--- src/rtl/inst_cache_pkg.sv ---
// inst_cache_pkg: bus width, cache geometry and IO-region decode shared with the memory arbiter
package inst_cache_pkg;
  localparam int DATA_WIDTH = 32;
  localparam int ICACHE_INDEX_WIDTH = 6;
  function automatic logic is_io(input logic [DATA_WIDTH-1:0] addr);
    return addr[17:16] == 2'b11;
  endfunction
endpackage

--- src/rtl/icache_array.sv ---
// icache_array: direct-mapped valid/tag/data storage, one async read port, one write port
module icache_array
  import inst_cache_pkg::*;
#(
  parameter int INDEX_WIDTH = ICACHE_INDEX_WIDTH,
  parameter int TAG_WIDTH = 30 - INDEX_WIDTH
) (
  input  logic                   clk,
  input  logic                   rst,
  input  logic [INDEX_WIDTH-1:0] rd_idx,
  output logic                   rd_valid,
  output logic [TAG_WIDTH-1:0]   rd_tag,
  output logic [DATA_WIDTH-1:0]  rd_data,
  input  logic                   we,
  input  logic [INDEX_WIDTH-1:0] wr_idx,
  input  logic [TAG_WIDTH-1:0]   wr_tag,
  input  logic [DATA_WIDTH-1:0]  wr_data
);
  logic [(1<<INDEX_WIDTH)-1:0] valid;
  logic [TAG_WIDTH-1:0] tags [1<<INDEX_WIDTH];
  logic [DATA_WIDTH-1:0] words [1<<INDEX_WIDTH];
  always_ff @(posedge clk or posedge rst)
    if (rst) valid <= '0;
    else if (we) valid[wr_idx] <= 1'b1;
  always_ff @(posedge clk)
    if (we) begin
      tags[wr_idx] <= wr_tag;
      words[wr_idx] <= wr_data;
    end
  assign rd_valid = valid[rd_idx];
  assign rd_tag = tags[rd_idx];
  assign rd_data = words[rd_idx];
endmodule

--- src/rtl/inst_cache.sv ---
// inst_cache: direct-mapped single-outstanding instruction cache between fetcher and memory arbiter
module inst_cache
  import inst_cache_pkg::*;
#(
  parameter int INDEX_WIDTH = ICACHE_INDEX_WIDTH,
  parameter int TAG_WIDTH = 30 - INDEX_WIDTH
) (
  input  logic                  clk,
  input  logic                  rst,
  input  logic                  ena,
  input  logic                  in_clear,
  input  logic                  in_fetcher_ena,
  input  logic [DATA_WIDTH-1:0] in_fetcher_addr,
  output logic                  out_fetcher_ok,
  output logic [DATA_WIDTH-1:0] out_fetcher_data,
  output logic                  out_mem_ena,
  output logic [DATA_WIDTH-1:0] out_mem_addr,
  input  logic                  in_mem_ok,
  input  logic [DATA_WIDTH-1:0] in_mem_data
);
  typedef enum logic [1:0] {IDLE, MISS, RESP} state_t;
  state_t state, state_n;
  logic ok_n, mem_ena_n, we, rd_valid, hit, req;
  logic [DATA_WIDTH-1:0] data_n, addr_n, rd_data;
  logic [TAG_WIDTH-1:0] rd_tag;
  icache_array #(.INDEX_WIDTH(INDEX_WIDTH), .TAG_WIDTH(TAG_WIDTH)) u_array (
    .clk(clk),
    .rst(rst),
    .rd_idx(in_fetcher_addr[INDEX_WIDTH+1:2]),
    .rd_valid(rd_valid),
    .rd_tag(rd_tag),
    .rd_data(rd_data),
    .we(we),
    .wr_idx(out_mem_addr[INDEX_WIDTH+1:2]),
    .wr_tag(out_mem_addr[31:INDEX_WIDTH+2]),
    .wr_data(in_mem_data)
  );
  assign hit = rd_valid && rd_tag == in_fetcher_addr[31:INDEX_WIDTH+2];
  assign req = in_fetcher_ena && !out_fetcher_ok;
  assign we = ena && !in_clear && state == MISS && in_mem_ok && !is_io(out_mem_addr);
  always_comb begin
    state_n = state;
    ok_n = 1'b0;
    data_n = out_fetcher_data;
    mem_ena_n = out_mem_ena;
    addr_n = out_mem_addr;
    if (in_clear) begin
      state_n = IDLE;
      mem_ena_n = 1'b0;
    end else if (state == IDLE && req && hit) begin
      ok_n = 1'b1;
      data_n = rd_data;
    end else if (state == IDLE && req) begin
      state_n = MISS;
      mem_ena_n = 1'b1;
      addr_n = in_fetcher_addr & ~32'h3;
    end else if (state == MISS && in_mem_ok) begin
      state_n = RESP;
      mem_ena_n = 1'b0;
      ok_n = 1'b1;
      data_n = in_mem_data;
    end else if (state == RESP) begin
      state_n = IDLE;
    end
  end
  always_ff @(posedge clk or posedge rst)
    if (rst) begin
      state <= IDLE;
      out_fetcher_ok <= 1'b0;
      out_fetcher_data <= '0;
      out_mem_ena <= 1'b0;
      out_mem_addr <= '0;
    end else if (ena) begin
      state <= state_n;
      out_fetcher_ok <= ok_n;
      out_fetcher_data <= data_n;
      out_mem_ena <= mem_ena_n;
      out_mem_addr <= addr_n;
    end
endmodule
--- config.mk ---
export PLATFORM = sky130hd
export DESIGN_NAME = inst_cache
export DESIGN_NICKNAME = d
export VERILOG_FILES = /design/src/rtl/inst_cache_pkg.sv /design/src/rtl/icache_array.sv /design/src/rtl/inst_cache.sv
export SDC_FILE = /design/constraint.sdc
export NUM_CORES = 2
export LEC_CHECK = 0
export BUFFER_PORTS_ARGS = -buffer_cell sky130_fd_sc_hd__buf_2
export CAP_MARGIN = 25
export CORE_MARGIN = 1
export CORE_UTILIZATION = 30
export DETAILED_ROUTE_END_ITERATION = 10
export PLACE_DENSITY_LB_ADDON = 0.08
export SLEW_MARGIN = 20
export SYNTH_ARGS = -nofsm -noshare
export SYNTH_HDL_FRONTEND = slang
export SYNTH_SLANG_ARGS = --single-unit
--- constraint.sdc ---
create_clock -name clk -period 6.8 [get_ports clk]
set_clock_uncertainty 0.2 [all_clocks]
set_input_delay 0.68 -clock clk [delete_from_list [all_inputs] [get_ports clk]]
set_output_delay 0.68 -clock clk [all_outputs]
set_load 0.02 [all_outputs]
==> flow_results.xml <==
<?xml version="1.0" encoding="UTF-8"?>
<metrics>
  <group name="outcome">
    <metric name="run_status" unit="">finished, final reports clean</metric>
  </group>
  <group name="yosys">
    <metric name="commonest_cells_post_synth" unit="">3584 x edfxtp_1, 960 x mux4_2, 255 x mux2i_1</metric>
    <metric name="synth_warnings" unit="">0</metric>
    <metric name="share_of_synthesized_registers_carrying_an_async_set_or_reset" unit="">0.0350</metric>
    <metric name="synthCells" unit="">6297</metric>
    <metric name="postSynthAreaPerCell" unit="µm²">22.7</metric>
    <metric name="dominantRegCellSynth" unit="">edfxtp_1</metric>
    <metric name="synth-edff-count" unit="">3584</metric>
    <metric name="yosysMostFrequentCell" unit="">edfxtp_1</metric>
    <metric name="synth_top_area_share" unit="">0.752</metric>
    <metric name="syn_area" unit="µm²">143000</metric>
    <metric name="synth.top_cells.by_area" unit="">edfxtp_1 75%, mux4_2 15%, dfrtp_1 2.3%</metric>
    <metric name="netlist-cell-type-count" unit="">74</metric>
    <metric name="sequential_share_of_the_synthesized_area" unit="">0.774</metric>
    <metric name="synth_seq_cells" unit="">3714</metric>
    <metric name="cell_type_with_the_largest_total_area_after_synthesis" unit="">edfxtp_1</metric>
  </group>
  <group name="floorplan">
    <metric name="num_rows" unit="">253</metric>
    <metric name="fp.dieW" unit="µm">693</metric>
    <metric name="core" unit="µm²">475000</metric>
    <metric name="die_h" unit="µm">693</metric>
    <metric name="initial_core_util" unit="">0.301</metric>
    <metric name="floorplan.die_area" unit="µm²">480000</metric>
    <metric name="number_of_ports_placed_on_the_die_boundary" unit="">136</metric>
  </group>
  <group name="placement">
    <metric name="hpwlAfterDp" unit="µm">291000</metric>
    <metric name="post-place-ws" unit="ns">0.607</metric>
    <metric name="placement.cell_area" unit="µm²">155000</metric>
    <metric name="portBuffers" unit="">131</metric>
    <metric name="gp_congestion" unit="">0.761</metric>
    <metric name="numPlacedInstances" unit="">12800</metric>
  </group>
  <group name="cts">
    <metric name="htree_levels" unit="">5</metric>
    <metric name="postCtsSetupBuffers" unit="">0</metric>
    <metric name="cts_buffers" unit="">422</metric>
    <metric name="clock-sinks" unit="">3714</metric>
    <metric name="clk_pin_slew_worst_paths" unit="ns">0.06</metric>
    <metric name="ctsRootBufferMaster" unit="">clkbuf_16</metric>
    <metric name="post_cts_resized" unit="">0</metric>
    <metric name="cts_tree" unit="">built</metric>
    <metric name="clk_path_buf_depth" unit="">4</metric>
    <metric name="ctsHoldBuffers" unit="">33</metric>
    <metric name="clkLatencyLatePin" unit="ns">1.02</metric>
  </group>
  <group name="sta">
    <metric name="layout_min_cycle_time" unit="ns">5.21</metric>
    <metric name="setup_repair_after_global_routing_missed_its_margin" unit="">false</metric>
    <metric name="tightest_slew" unit="ns">1.11</metric>
    <metric name="maxSlewViolCount" unit="">0</metric>
    <metric name="achievable-frequency" unit="MHz">192</metric>
    <metric name="hold_viol_final" unit="">0</metric>
    <metric name="setup-tns-final" unit="ns">0</metric>
    <metric name="relSlewSlack" unit="">0.262</metric>
    <metric name="final_min_period_over_clock_period" unit="">0.766</metric>
    <metric name="worst_hold_slack" unit="ns">0.0224</metric>
    <metric name="setup_slack" unit="ns">1.59</metric>
    <metric name="finalSetupViolCount" unit="">0</metric>
  </group>
  <group name="detailed_routing">
    <metric name="drt_pass1_iterations" unit="">6</metric>
    <metric name="wl_per_cell" unit="µm">38.1</metric>
    <metric name="detailedRoute.firstIterationViolations" unit="">7191</metric>
    <metric name="finalWirelength" unit="µm">521000</metric>
    <metric name="routed_via_density" unit="">5.24</metric>
    <metric name="route.detailed.drc" unit="">0</metric>
    <metric name="drt.antenna.violating_nets" unit="">0</metric>
    <metric name="routed-via-count" unit="">71500</metric>
  </group>
  <group name="worst_setup_path">
    <metric name="critPathMaxFanout" unit="">47</metric>
    <metric name="critPathRequiredTime" unit="ns">7.47</metric>
    <metric name="timing.critical_path.arrival" unit="ns">5.88</metric>
    <metric name="timing.critical_path.to_type" unit="">flip-flop</metric>
    <metric name="crit_path_start_kind" unit="">primary input</metric>
    <metric name="worstSetupPathType" unit="">primary input to flip-flop</metric>
  </group>
  <group name="final_layout">
    <metric name="fillCellCount" unit="">43800</metric>
    <metric name="final_net_count" unit="">6997</metric>
    <metric name="final_cells" unit="">13700</metric>
    <metric name="final_cell_area" unit="µm²">168000</metric>
    <metric name="area_of_the_multi_input_gates" unit="µm²">31000</metric>
    <metric name="drive_above_1_share" unit="">0.316</metric>
    <metric name="register_area" unit="µm²">111000</metric>
    <metric name="area_delta_synth_final" unit="%">17.6</metric>
  </group>
  <group name="min_path">
    <metric name="worst_hold_path_type" unit="">primary input to flip-flop</metric>
  </group>
  <group name="power_and_ir_drop">
    <metric name="power.ir.vdd_worst" unit="mV">0.221</metric>
    <metric name="leakagePower" unit="nW">53.4</metric>
    <metric name="p_per_area" unit="nW/µm²">309</metric>
  </group>
  <group name="grt">
    <metric name="grt_start_max_net_pins" unit="">108</metric>
    <metric name="grt_antenna_before_repair" unit="">38</metric>
    <metric name="grt_pass1_vias" unit="">73800</metric>
    <metric name="globalRouteOverflowTotal" unit="">0</metric>
    <metric name="grt_util_all_layers" unit="">0.214</metric>
    <metric name="grt_first_pass_wirelength" unit="µm">694000</metric>
  </group>
  <group name="flow_run">
    <metric name="max_cap_viols" unit="">0</metric>
  </group>
</metrics>
## worst max-delay path, stage by stage
cell and delay (ns):
buf_8 0.47, buf_12 0.35, mux4_2 0.55, a22oi_1 0.29
o22ai_1 0.12, nor4_1 0.78, a21oi_1 0.12, a2111oi_0 0.78
nand4_1 0.25, nor4_4 0.25, buf_4 0.27, nor3_4 0.12
buf_12 0.22, mux2_1 0.37
## per-layer routing
layer / routed length [µm] / vias to the layer above / share of wire / track usage
li1: - / 28200 / - / -
met1: 228000 / 40700 / 0.44 / 0.297
met2: 258000 / 2125 / 0.50 / 0.364
met3: 22000 / 554 / 0.042 / 0.0215
met4: 12000 / 0 / 0.023 / 0.0449
met5: 0 / - / 0 / 0
## final timing paths
| kind | start | slack (ns) | cells after the start | endpoint |
|---|---|---|---|---|
| worst max-delay path | in_fetcher_addr[3] | 1.59 | 14 | out_mem_addr[11] |
| worst min-delay path | in_mem_data[10] | 0.02 | 1 | u_array.words[53][10] |
| worst max register to register | u_array.tags[43][20] | 1.72 | 12 | out_mem_addr[11] |
| worst min register to register | u_array.valid[11] | 0.26 | 1 | u_array.valid[11] |
| max in group asynchronous | rst | 4.67 | 4 | out_fetcher_data[1] |
| min in group asynchronous | rst | 0.24 | 3 | u_array.valid[29] |
## cell type report
| cell class | instances | area share |
|---|---|---|
| repair buffers | 554 | 0.0308 |
| flip-flops and latches | 3714 | 0.658 |
| diodes | 8 | 0.000119 |
| inverters | 15 | 0.000438 |
| clock inverters | 199 | 0.0107 |
| clock buffers | 574 | 0.0681 |
| well taps | 6375 | 0.0474 |
| multi-input cells | 2220 | 0.184 |
## report_power, final
part	switching, W	internal (W)
Sequential	0.000204	0.0261
Clock	0.00946	0.0127
Combinational	0.00256	0.00108
Total	0.0122	0.0398
## placed cells by master (no fill, tap or decap), types with 19 or more instances in the layout
cell / synthesis / routed
or2_2: 65 / 65
nand2_1: 159 / 158
o22ai_1: 47 / 47
mux4_2: 960 / 960
clkbuf_16: 0 / 426
nor3_1: 37 / 37
mux2i_1: 255 / 255
mux2_2: 28 / 28
dfrtp_2: 0 / 24
clkinv_1: 1 / 71
a22oi_1: 86 / 86
buf_12: 0 / 93
clkbuf_1: 146 / 122
buf_4: 45 / 296
edfxtp_1: 3584 / 3584
nor2_4: 0 / 65
a21oi_1: 39 / 39
dlygate4sd3_1: 0 / 35
a211oi_1: 26 / 26
o21ai_0: 21 / 21
a211oi_2: 19 / 19
bufinv_16: 0 / 24
buf_2: 118 / 123
nor2b_1: 28 / 24
nor2_1: 133 / 67
clkbuf_8: 0 / 26
clkinv_2: 0 / 74
dfrtp_1: 130 / 106
nand3_1: 66 / 65
## flip-flops by register name, summed over array words and instances (netlist names)
| signal | count |
|---|---|
| u_array.valid | 64 |
| out_fetcher_data | 32 |
| u_array.tags | 1536 |
| out_mem_ena | 1 |
| state | 2 |
| out_mem_addr | 30 |
| out_fetcher_ok | 1 |
| u_array.words | 2048 |
## through the flow
step           utilization  total power [W]
2_1_floorplan            -           0.0285
3_3_place_gp         0.325           0.0303
3_5_place_dp         0.326           0.0304
4_1_cts              0.354           0.0527
5_1_grt              0.354           0.0536
6_report             0.355           0.0521
## logic make-up after synthesis
| group | after synthesis | synth area share |
|---|---|---|
| AOI/OAI and AO/OA | 358 | 0.0188 |
| xor gates and xnor gates | 14 | 0.000856 |
| buffers and inverters | 364 | 0.0129 |
| DFF | 3714 | 0.774 |
| muxes | 1270 | 0.173 |
| other | 1 | 0.0000262 |
| and+or+nand+nor | 576 | 0.0196 |
(Power assumes the default switching activity.)
